==> src/rtl/neander_mem_arbiter.sv <==
// rtl/neander_mem_arbiter.sv - round-robin arbiter sharing one single-port RAM between CPU and debug
//
// Purpose: serialises CPU (port 0) and debug/loader (port 1) accesses onto one
// RAM. Each access is a fixed-latency transaction: the grant latches the
// winner's request, the RAM is driven for MEM_LAT cycles, and the owner then
// gets a one-cycle ack.
//
// Ports:
//   clk, reset                          clock, synchronous active-high reset
//   cpu_req/we/addr/wdata -> cpu_rdata, cpu_ack   CPU request port
//   dbg_req/we/addr/wdata -> dbg_rdata, dbg_ack   debug/loader request port
//   mem_en/we/addr/wdata, mem_rdata     RAM macro interface
//   busy                                high whenever a transaction is in flight
//   owner                               port of the current or last transaction
module neander_mem_arbiter #(
   parameter int ADDR_W  = 8,
   parameter int DATA_W  = 8,
   parameter int MEM_LAT = 2
) (
   input  logic              clk,
   input  logic              reset,
   input  logic              cpu_req,
   input  logic              cpu_we,
   input  logic [ADDR_W-1:0] cpu_addr,
   input  logic [DATA_W-1:0] cpu_wdata,
   output logic [DATA_W-1:0] cpu_rdata,
   output logic              cpu_ack,
   input  logic              dbg_req,
   input  logic              dbg_we,
   input  logic [ADDR_W-1:0] dbg_addr,
   input  logic [DATA_W-1:0] dbg_wdata,
   output logic [DATA_W-1:0] dbg_rdata,
   output logic              dbg_ack,
   output logic              mem_en,
   output logic              mem_we,
   output logic [ADDR_W-1:0] mem_addr,
   output logic [DATA_W-1:0] mem_wdata,
   input  logic [DATA_W-1:0] mem_rdata,
   output logic              busy,
   output logic              owner
);

   typedef enum logic [1:0] {
      IDLE   = 2'd0,
      ACCESS = 2'd1,
      RESP   = 2'd2
   } state_t;

   // The counter counts down the remaining ACCESS cycles after the first one.
   localparam logic [3:0] CNT_LOAD = 4'(MEM_LAT - 1);

   state_t            state;
   state_t            state_next;
   logic [3:0]        cnt;
   logic              we_q;
   logic [ADDR_W-1:0] addr_q;
   logic [DATA_W-1:0] wdata_q;
   logic              owner_q;
   logic              last_grant;
   logic [DATA_W-1:0] cpu_rdata_q;
   logic [DATA_W-1:0] dbg_rdata_q;
   logic              grant;
   logic              grant_port;

   always_comb begin
      state_next = state;
      grant      = 1'b0;
      grant_port = 1'b0;
      mem_en     = 1'b0;
      mem_we     = 1'b0;
      cpu_ack    = 1'b0;
      dbg_ack    = 1'b0;
      case (state)
         IDLE: begin
            if (cpu_req && dbg_req) begin
               // Tie: the port that did not win last time goes next.
               grant      = 1'b1;
               grant_port = ~last_grant;
            end else if (cpu_req) begin
               grant      = 1'b1;
               grant_port = 1'b0;
            end else if (dbg_req) begin
               grant      = 1'b1;
               grant_port = 1'b1;
            end
            if (grant) begin
               state_next = ACCESS;
            end
         end
         ACCESS: begin
            mem_en = 1'b1;
            mem_we = we_q;
            if (cnt == 4'd0) begin
               state_next = RESP;
            end
         end
         RESP: begin
            cpu_ack    = ~owner_q;
            dbg_ack    = owner_q;
            state_next = IDLE;
         end
         default: begin
            state_next = IDLE;
         end
      endcase
   end

   always_ff @(posedge clk) begin
      if (reset) begin
         state <= IDLE;
      end else begin
         state <= state_next;
      end
   end

   always_ff @(posedge clk) begin
      if (reset) begin
         cnt         <= 4'd0;
         we_q        <= 1'b0;
         addr_q      <= '0;
         wdata_q     <= '0;
         owner_q     <= 1'b1;
         last_grant  <= 1'b1;
         cpu_rdata_q <= '0;
         dbg_rdata_q <= '0;
      end else begin
         case (state)
            IDLE: begin
               if (grant) begin
                  owner_q <= grant_port;
                  cnt     <= CNT_LOAD;
                  if (grant_port) begin
                     we_q    <= dbg_we;
                     addr_q  <= dbg_addr;
                     wdata_q <= dbg_wdata;
                  end else begin
                     we_q    <= cpu_we;
                     addr_q  <= cpu_addr;
                     wdata_q <= cpu_wdata;
                  end
               end
            end
            ACCESS: begin
               if (cnt != 4'd0) begin
                  cnt <= cnt - 4'd1;
               end else if (!we_q) begin
                  // Last ACCESS cycle: RAM output has been stable for MEM_LAT cycles.
                  if (owner_q) begin
                     dbg_rdata_q <= mem_rdata;
                  end else begin
                     cpu_rdata_q <= mem_rdata;
                  end
               end
            end
            RESP: begin
               last_grant <= owner_q;
            end
            default: begin
            end
         endcase
      end
   end

   // Address and data come straight from the latched request so the RAM sees
   // stable inputs for the whole access, whatever the requesters do meanwhile.
   assign mem_addr  = addr_q;
   assign mem_wdata = wdata_q;
   assign cpu_rdata = cpu_rdata_q;
   assign dbg_rdata = dbg_rdata_q;
   assign busy      = (state != IDLE);
   assign owner     = owner_q;

endmodule

==> config.mk <==
export PLATFORM = sky130hd
export DESIGN_NAME = neander_mem_arbiter
export DESIGN_NICKNAME = d
export VERILOG_FILES = /design/src/rtl/neander_mem_arbiter.sv
export SDC_FILE = /design/constraint.sdc
export NUM_CORES = 1
export LEC_CHECK = 0
export BUFFER_PORTS_ARGS = -buffer_cell sky130_fd_sc_hd__buf_2
export CORE_ASPECT_RATIO = 0.75
export CORE_UTILIZATION = 35
export CTS_BUF_LIST = sky130_fd_sc_hd__clkbuf_8
export DETAILED_ROUTE_END_ITERATION = 10
export PLACE_DENSITY = 0.67
export REMOVE_ABC_BUFFERS = 1
export SLEW_MARGIN = 20
export SYNTH_ARGS = -nofsm -noshare
export SYNTH_HDL_FRONTEND = slang
export SYNTH_SLANG_ARGS = --single-unit
==> constraint.sdc <==
create_clock -name clk -period 2 [get_ports clk]
set_input_delay 0.3 -clock clk [delete_from_list [all_inputs] [get_ports clk]]
set_output_delay 0.3 -clock clk [all_outputs]
set_load 0.02 [all_outputs]
==> impl_metrics.json, run 1 <==
{
  "skew_ps": 10.67,
  "setup_ws_ps": 201.3,
  "grt_pass1_vias": 1557,
  "synth-main-ff-cell": "dfxtp_1",
  "async_reset_ff_frac": 0,
  "cts_sinks": 41,
  "rsz0062_at_grt": "no",
  "sw_frac_of_total": 0.3535,
  "dpl_cell_area_sq_um": 2360,
  "grt_pass1_wl_um": 7603,
  "worstSetupPathType": "reg -> reg",
  "yosys.area.top_type": "dfxtp_1",
  "cp_max_fo": 17,
  "fmax_mhz": 556.0,
  "rows": 22,
  "grtUsageTotal": 0.1702,
  "syn2layout_area_growth_pct": 29.84,
  "port_buffers": 83,
  "detail_route.wl_per_cell_um": 13.22,
  "yosys.area.top_type_share": 0.4350,
  "start_util": 0.3746,
  "cts-resized-gates": 0,
  "vias": 1863,
  "fin_setup_tns_ps": 0,
  "coreArea_sq_um": 5037,
  "dieArea_sq_um": 5691,
  "required_ps": 2200,
  "fillerInstances": 487,
  "htree_num_levels": 2,
  "cp-end-kind": "register",
  "p_switching_mw": 0.7549,
  "drive_above_1_share": 0.3906,
  "yosysUniqueCellTypes": 35,
  "wl_um": 4879,
  "arrival_ps": 2000,
  "clk_pin_slew_ps": 90,
  "pin_count": 84,
  "gr-usage-met3": 0.03643,
  "grt-busiest-layer": "met2",
  "power_per_cell_area_nw_per_um2": 871.6,
  "clockRootBuffer": "clkbuf_8",
  "holdPathStages": 3,
  "grt_max_degree": 26,
  "remaining_drc_errors": 0,
  "antenna_cells": 0,
  "cts_tree": "yes",
  "synth_edf_count": 0,
  "insertion_delay_ps": 300,
  "power_frac_seq": 0.446,
  "power_mw": 2.135,
  "p_leak_nw": 1.075,
  "maxCapViolations": 0,
  "fin_area_sq_um": 2450,
  "synth_area_leaders": "dfxtp_1, a21oi_1, o32ai_2, o21ai_0, inv_1",
  "cts_buffers": 5,
  "place_congestion": 0.8299,
  "worst_pin_slew_ps": 952.4,
  "pwr-share-clk": 0.258,
  "yosysWarnings": 0,
  "drtAntennaViolNets": 0,
  "die_y_um": 65.59,
  "antenna_found_initial": 0,
  "relSlewSlack": 0.3646,
  "via_per_inst": 5.049,
  "layout.nets": 344,
  "syn_area_sq_um": 1887,
  "critPathLaunchType": "register",
  "drtIter0Drc": 102,
  "finalSetupViolations": 0,
  "finalHoldViolations": 0,
  "dr.pass1.iters": 4,
  "cts_max_path_buffers": 2,
  "synth-seq-cells": 41,
  "power_frac_comb": 0.296,
  "syn_inst": 218,
  "post_cts_buffers": 0,
  "overflow": 0,
  "dp_hpwl_um": 3538,
  "final_max_slew_viol_count": 0,
  "holdWs_ps": 249.6,
  "yosysSeqAreaShare": 0.4350,
  "min_path_type": "in -> reg",
  "die_w_um": 86.78,
  "pre_cts_ws_ps": 129.7,
  "syn_avg_cell_area_sq_um": 8.655,
  "status": "finished clean",
  "finalCritPeriodShare": 0.8993,
  "met1_usage": 0.2388,
  "globalRouteMet2Util": 0.2520,
  "min_period_ps": 1799,
  "p_int_mw": 1.380,
  "peakVddDrop_mv": 0.2667,
  "r2r_cells": 4,
  "cts_hold_buffers": 0
}
-- cells in the final DEF (no fill, tap or decap), drive strengths merged, types with 3 or more instances in the layout --
cell and n:
a21oi 36, buf 89, clkbuf 5, dfxtp 41, inv 24, nand3 16, nor2 22, o21ai 17
o221ai 3, o32ai 17, or3 3
-- metrics by stage --
step / util / cells
after global routing: 0.4863 / 369
after CTS: 0.4863 / 369
final: 0.4863 / 369
after floorplan: - / 200
after detailed placement: 0.4685 / 361
after global placement: 0.4685 / 361
-- flip-flops by register name, summed over array words and instances (netlist names) --
name,cells
mem_wdata,8
state,2
dbg_rdata,8
last_grant,1
cpu_rdata,8
we_q,1
cnt,4
owner,1
mem_addr,8
-- routing by layer --
layer	part of all wire	vias to the layer above
met2	0.47	53
met5	0	-
met1	0.46	864
met4	0.012	0
li1	-	941
met3	0.061	5
-- path summary, 6_finish.rpt --
path / startpoint / end / slack [ps]
worst max-delay path: state[1] / mem_addr[4] / 200
worst min-delay path: mem_rdata[1] / dbg_rdata[1] / 250
worst min register to register: mem_addr[3] / mem_addr[3] / 450
worst max register to register: state[1] / mem_addr[4] / 200
-- layout make-up --
type	instances	area, sq um	share of cell area
Multi-Input combinational cell	136	902.1	0.3682
Inverter	23	86.33	0.03524
Clock buffer	5	68.82	0.02809
Sequential cell	41	820.8	0.3350
Timing Repair Buffer	89	460.4	0.1879
Tap cell	72	90.09	0.03677
Clock inverter	3	21.27	0.008682
-- Yosys cell counts (3+ instances only) --
master     n
nor2_1    21
or3_1      3
buf_2      3
o221ai_1   3
clkbuf_1  11
a21oi_1   36
dfxtp_1   41
o21ai_0   17
o32ai_1    7
o32ai_2   10
inv_1     22
nand3_1   16
-- worst max-delay path, stage by stage, from the launching register on --
cell	delay, ps
dfxtp_1	380
nor2_2	160
inv_2	80
or3_1	690
o32ai_1	380
-- logic make-up after synthesis --
logic type | Yosys count | synth area share
AO/OA/AOI/OAI | 81 | 0.3090
adder cells (fa/ha/maj) | 2 | 0.01326
buffers and inverters | 41 | 0.09151
flip-flops | 41 | 0.4350
AND/OR/NAND/NOR | 53 | 0.1512
-- power groups by stage --
stage	sequential, mW	combinational, mW	clock (mW)
2_1_floorplan	1.04	0.318	0
3_3_place_gp	0.969	0.627	0
3_5_place_dp	0.969	0.632	0
4_1_cts	0.952	0.632	0.561
5_1_grt	0.964	0.694	0.598
6_report	0.952	0.631	0.552
Power figures use the tool's default switching activity.
==> inputs of run 2 (changes only) <==
--- a/config.mk
+++ b/config.mk
@@ -9,6 +9,7 @@
 export CORE_ASPECT_RATIO = 0.75
-export CORE_UTILIZATION = 35
+export CORE_UTILIZATION = 48
 export CTS_BUF_LIST = sky130_fd_sc_hd__clkbuf_8
 export DETAILED_ROUTE_END_ITERATION = 10
-export PLACE_DENSITY = 0.67
+export HOLD_SLACK_MARGIN = 0.05
+export PLACE_DENSITY = 0.86
 export REMOVE_ABC_BUFFERS = 1
--- a/constraint.sdc
+++ b/constraint.sdc
@@ -3,2 +3,2 @@
 set_output_delay 0.3 -clock clk [all_outputs]
-set_load 0.02 [all_outputs]
+set_load 0.01 [all_outputs]
==> run 2 against run 1 <==
Against the previous run:
- sequential share of layout area grew 0.29 points
- sequential power hardly changed
- core utilization grew 17 points
- count of clock-buffer cells in the layout increased by 1
- hold slack worse by 6.9 ps
- flip-flop and latch count stayed put
- critical path depth rose by 1
- maximum frequency rose by 6.7%
- die area shrank 26%
- first-iteration DRC count up 55%
==> impl_metrics.json, run 2 (synthesis gave the netlist of run 1 again) <==
{
  "cts-resized-gates": 0,
  "cp_cell_sequence": "inv_1, ha_1, or3b_2, a31oi_1, o21a_1",
  "pre_cts_ws_ps": 402.3,
  "status": "finished clean",
  "dr.pass1.iters": 4,
  "critPathTopFamily": "simple AND/OR/NAND/NOR gates",
  "detail_route.wl_per_cell_um": 13.75,
  "wl_um": 4800,
  "grt_pass1_vias": 1657,
  "via_per_inst": 5.361,
  "cts_tree": "yes",
  "layout.nets": 345,
  "pin_count": 84,
  "grtUsageTotal": 0.2357,
  "port_buffers": 83,
  "rows": 19,
  "die_y_um": 56.30,
  "post_cts_buffers": 0,
  "clockRootBuffer": "clkbuf_8",
  "antenna_cells": 0,
  "overflow": 0,
  "clk_pin_slew_ps": 80,
  "start_util": 0.5088,
  "layout_common_cells": "buf_2, dfxtp_1, a21oi_1",
  "finalNonFillerCells": 349,
  "worst_pin_slew_ps": 675.6,
  "die_w_um": 74.40,
  "remaining_drc_errors": 0,
  "grt_max_degree": 23,
  "final_max_slew_viol_count": 0,
  "coreArea_sq_um": 3709,
  "dp_hpwl_um": 3416,
  "setup_ws_ps": 313.9,
  "htree_num_levels": 2,
  "cp-end-kind": "register",
  "skew_ps": 8.360,
  "peakVddDrop_mv": 0.5586,
  "syn2layout_area_growth_pct": 28.71,
  "finalCritPeriodShare": 0.8430,
  "drtIter0Drc": 158,
  "antenna_found_initial": 0,
  "fin_setup_tns_ps": 0,
  "cts_hold_buffers": 0,
  "maxCapViolations": 0,
  "required_ps": 2230,
  "slowest_stage": "or3b_2",
  "place_congestion": 0.8366,
  "finalHoldViolations": 0,
  "fmax_mhz": 593.1,
  "relSlewSlack": 0.5484,
  "min_period_ps": 1686,
  "cp_max_fo": 18,
  "finalSetupViolations": 0,
  "critPathLaunchType": "register",
  "insertion_delay_ps": 290,
  "fillerInstances": 326,
  "cts_max_path_buffers": 2,
  "cpPeakStageDelay_ps": 610,
  "final_common_cell": "buf_2",
  "min_path_type": "in -> reg",
  "vias": 1871,
  "grt_pass1_wl_um": 7548,
  "drive_above_1_share": 0.3872,
  "dieArea_sq_um": 4188,
  "rsz0062_at_grt": "no",
  "arrival_ps": 1920,
  "drtAntennaViolNets": 0,
  "place_inst": 342,
  "worstSetupPathType": "reg -> reg",
  "path_buf_inv": 1,
  "p_leak_nw": 1.078,
  "cts_buffers": 5,
  "power_per_cell_area_nw_per_um2": 854.5,
  "cts_sinks": 41
}
-- run 2: cell types whose count changed in the layout (fill, tap and decap cells not counted) --
cell	change
o21bai_1	+1
inv_6	-1
o21bai_2	-1
clkbuf_8	+1
clkinv_2	-1
buf_4	+1
-- run 2: worst reg2reg max path, cell delays in order (launching register included) --
cell and delay, ps:
dfxtp_1 340, inv_1 100, ha_1 180, or3b_2 610
a31oi_1 260, o21a_1 140
-- run 2: worst paths after layout --
path / from / end / slack, ps / cells past startpoint
max reg2reg: cnt[0] / cnt[0] / 310 / 5
min reg2reg: mem_addr[4] / mem_addr[4] / 460 / 2
max: cnt[0] / cnt[0] / 310 / 5
min: reset / state[0] / 240 / 2
-- run 2: final cells by class --
type                            instances  area (sq um)  share of cell area
Clock inverter                          1         7.507            0.003091
Sequential cell                        41         820.8              0.3380
Multi-Input combinational cell        136         898.4              0.3699
Clock buffer                            6         82.58             0.03400
Inverter                               23         86.33             0.03555
Tap cell                               52         65.06             0.02679
Timing Repair Buffer                   90         467.9              0.1927
-- run 2: routing by layer --
metal,routed length [um],GRT usage,vias up
li1,-,-,939
met1,2119,0.3126,874
met2,2407,0.3771,51
met3,207,0.04309,7
met4,65,0.09164,0
met5,0,0,-
-- run 2: report_power, final --
| group | total, mW | internal (mW) | switching (mW) |
|---|---|---|---|
| registers | 0.953 | 0.897 | 0.0563 |
| clock network | 0.546 | 0.273 | 0.273 |
| logic | 0.576 | 0.239 | 0.337 |
-- run 2: stage by stage --
| stage | area (sq um) | hold WS (ps) | power (mW) | util |
|---|---|---|---|---|
| after global placement | 2338 | 440.0 | 1.521 | 0.6306 |
| after CTS | 2429 | 238.4 | 2.080 | 0.6549 |
| final | 2429 | 242.7 | 2.075 | 0.6549 |
| after global routing | 2429 | 243.7 | 2.182 | 0.6549 |
| after detailed placement | 2338 | 446.5 | 1.534 | 0.6306 |
| after floorplan | 1800 | 369.1 | 1.303 | - |
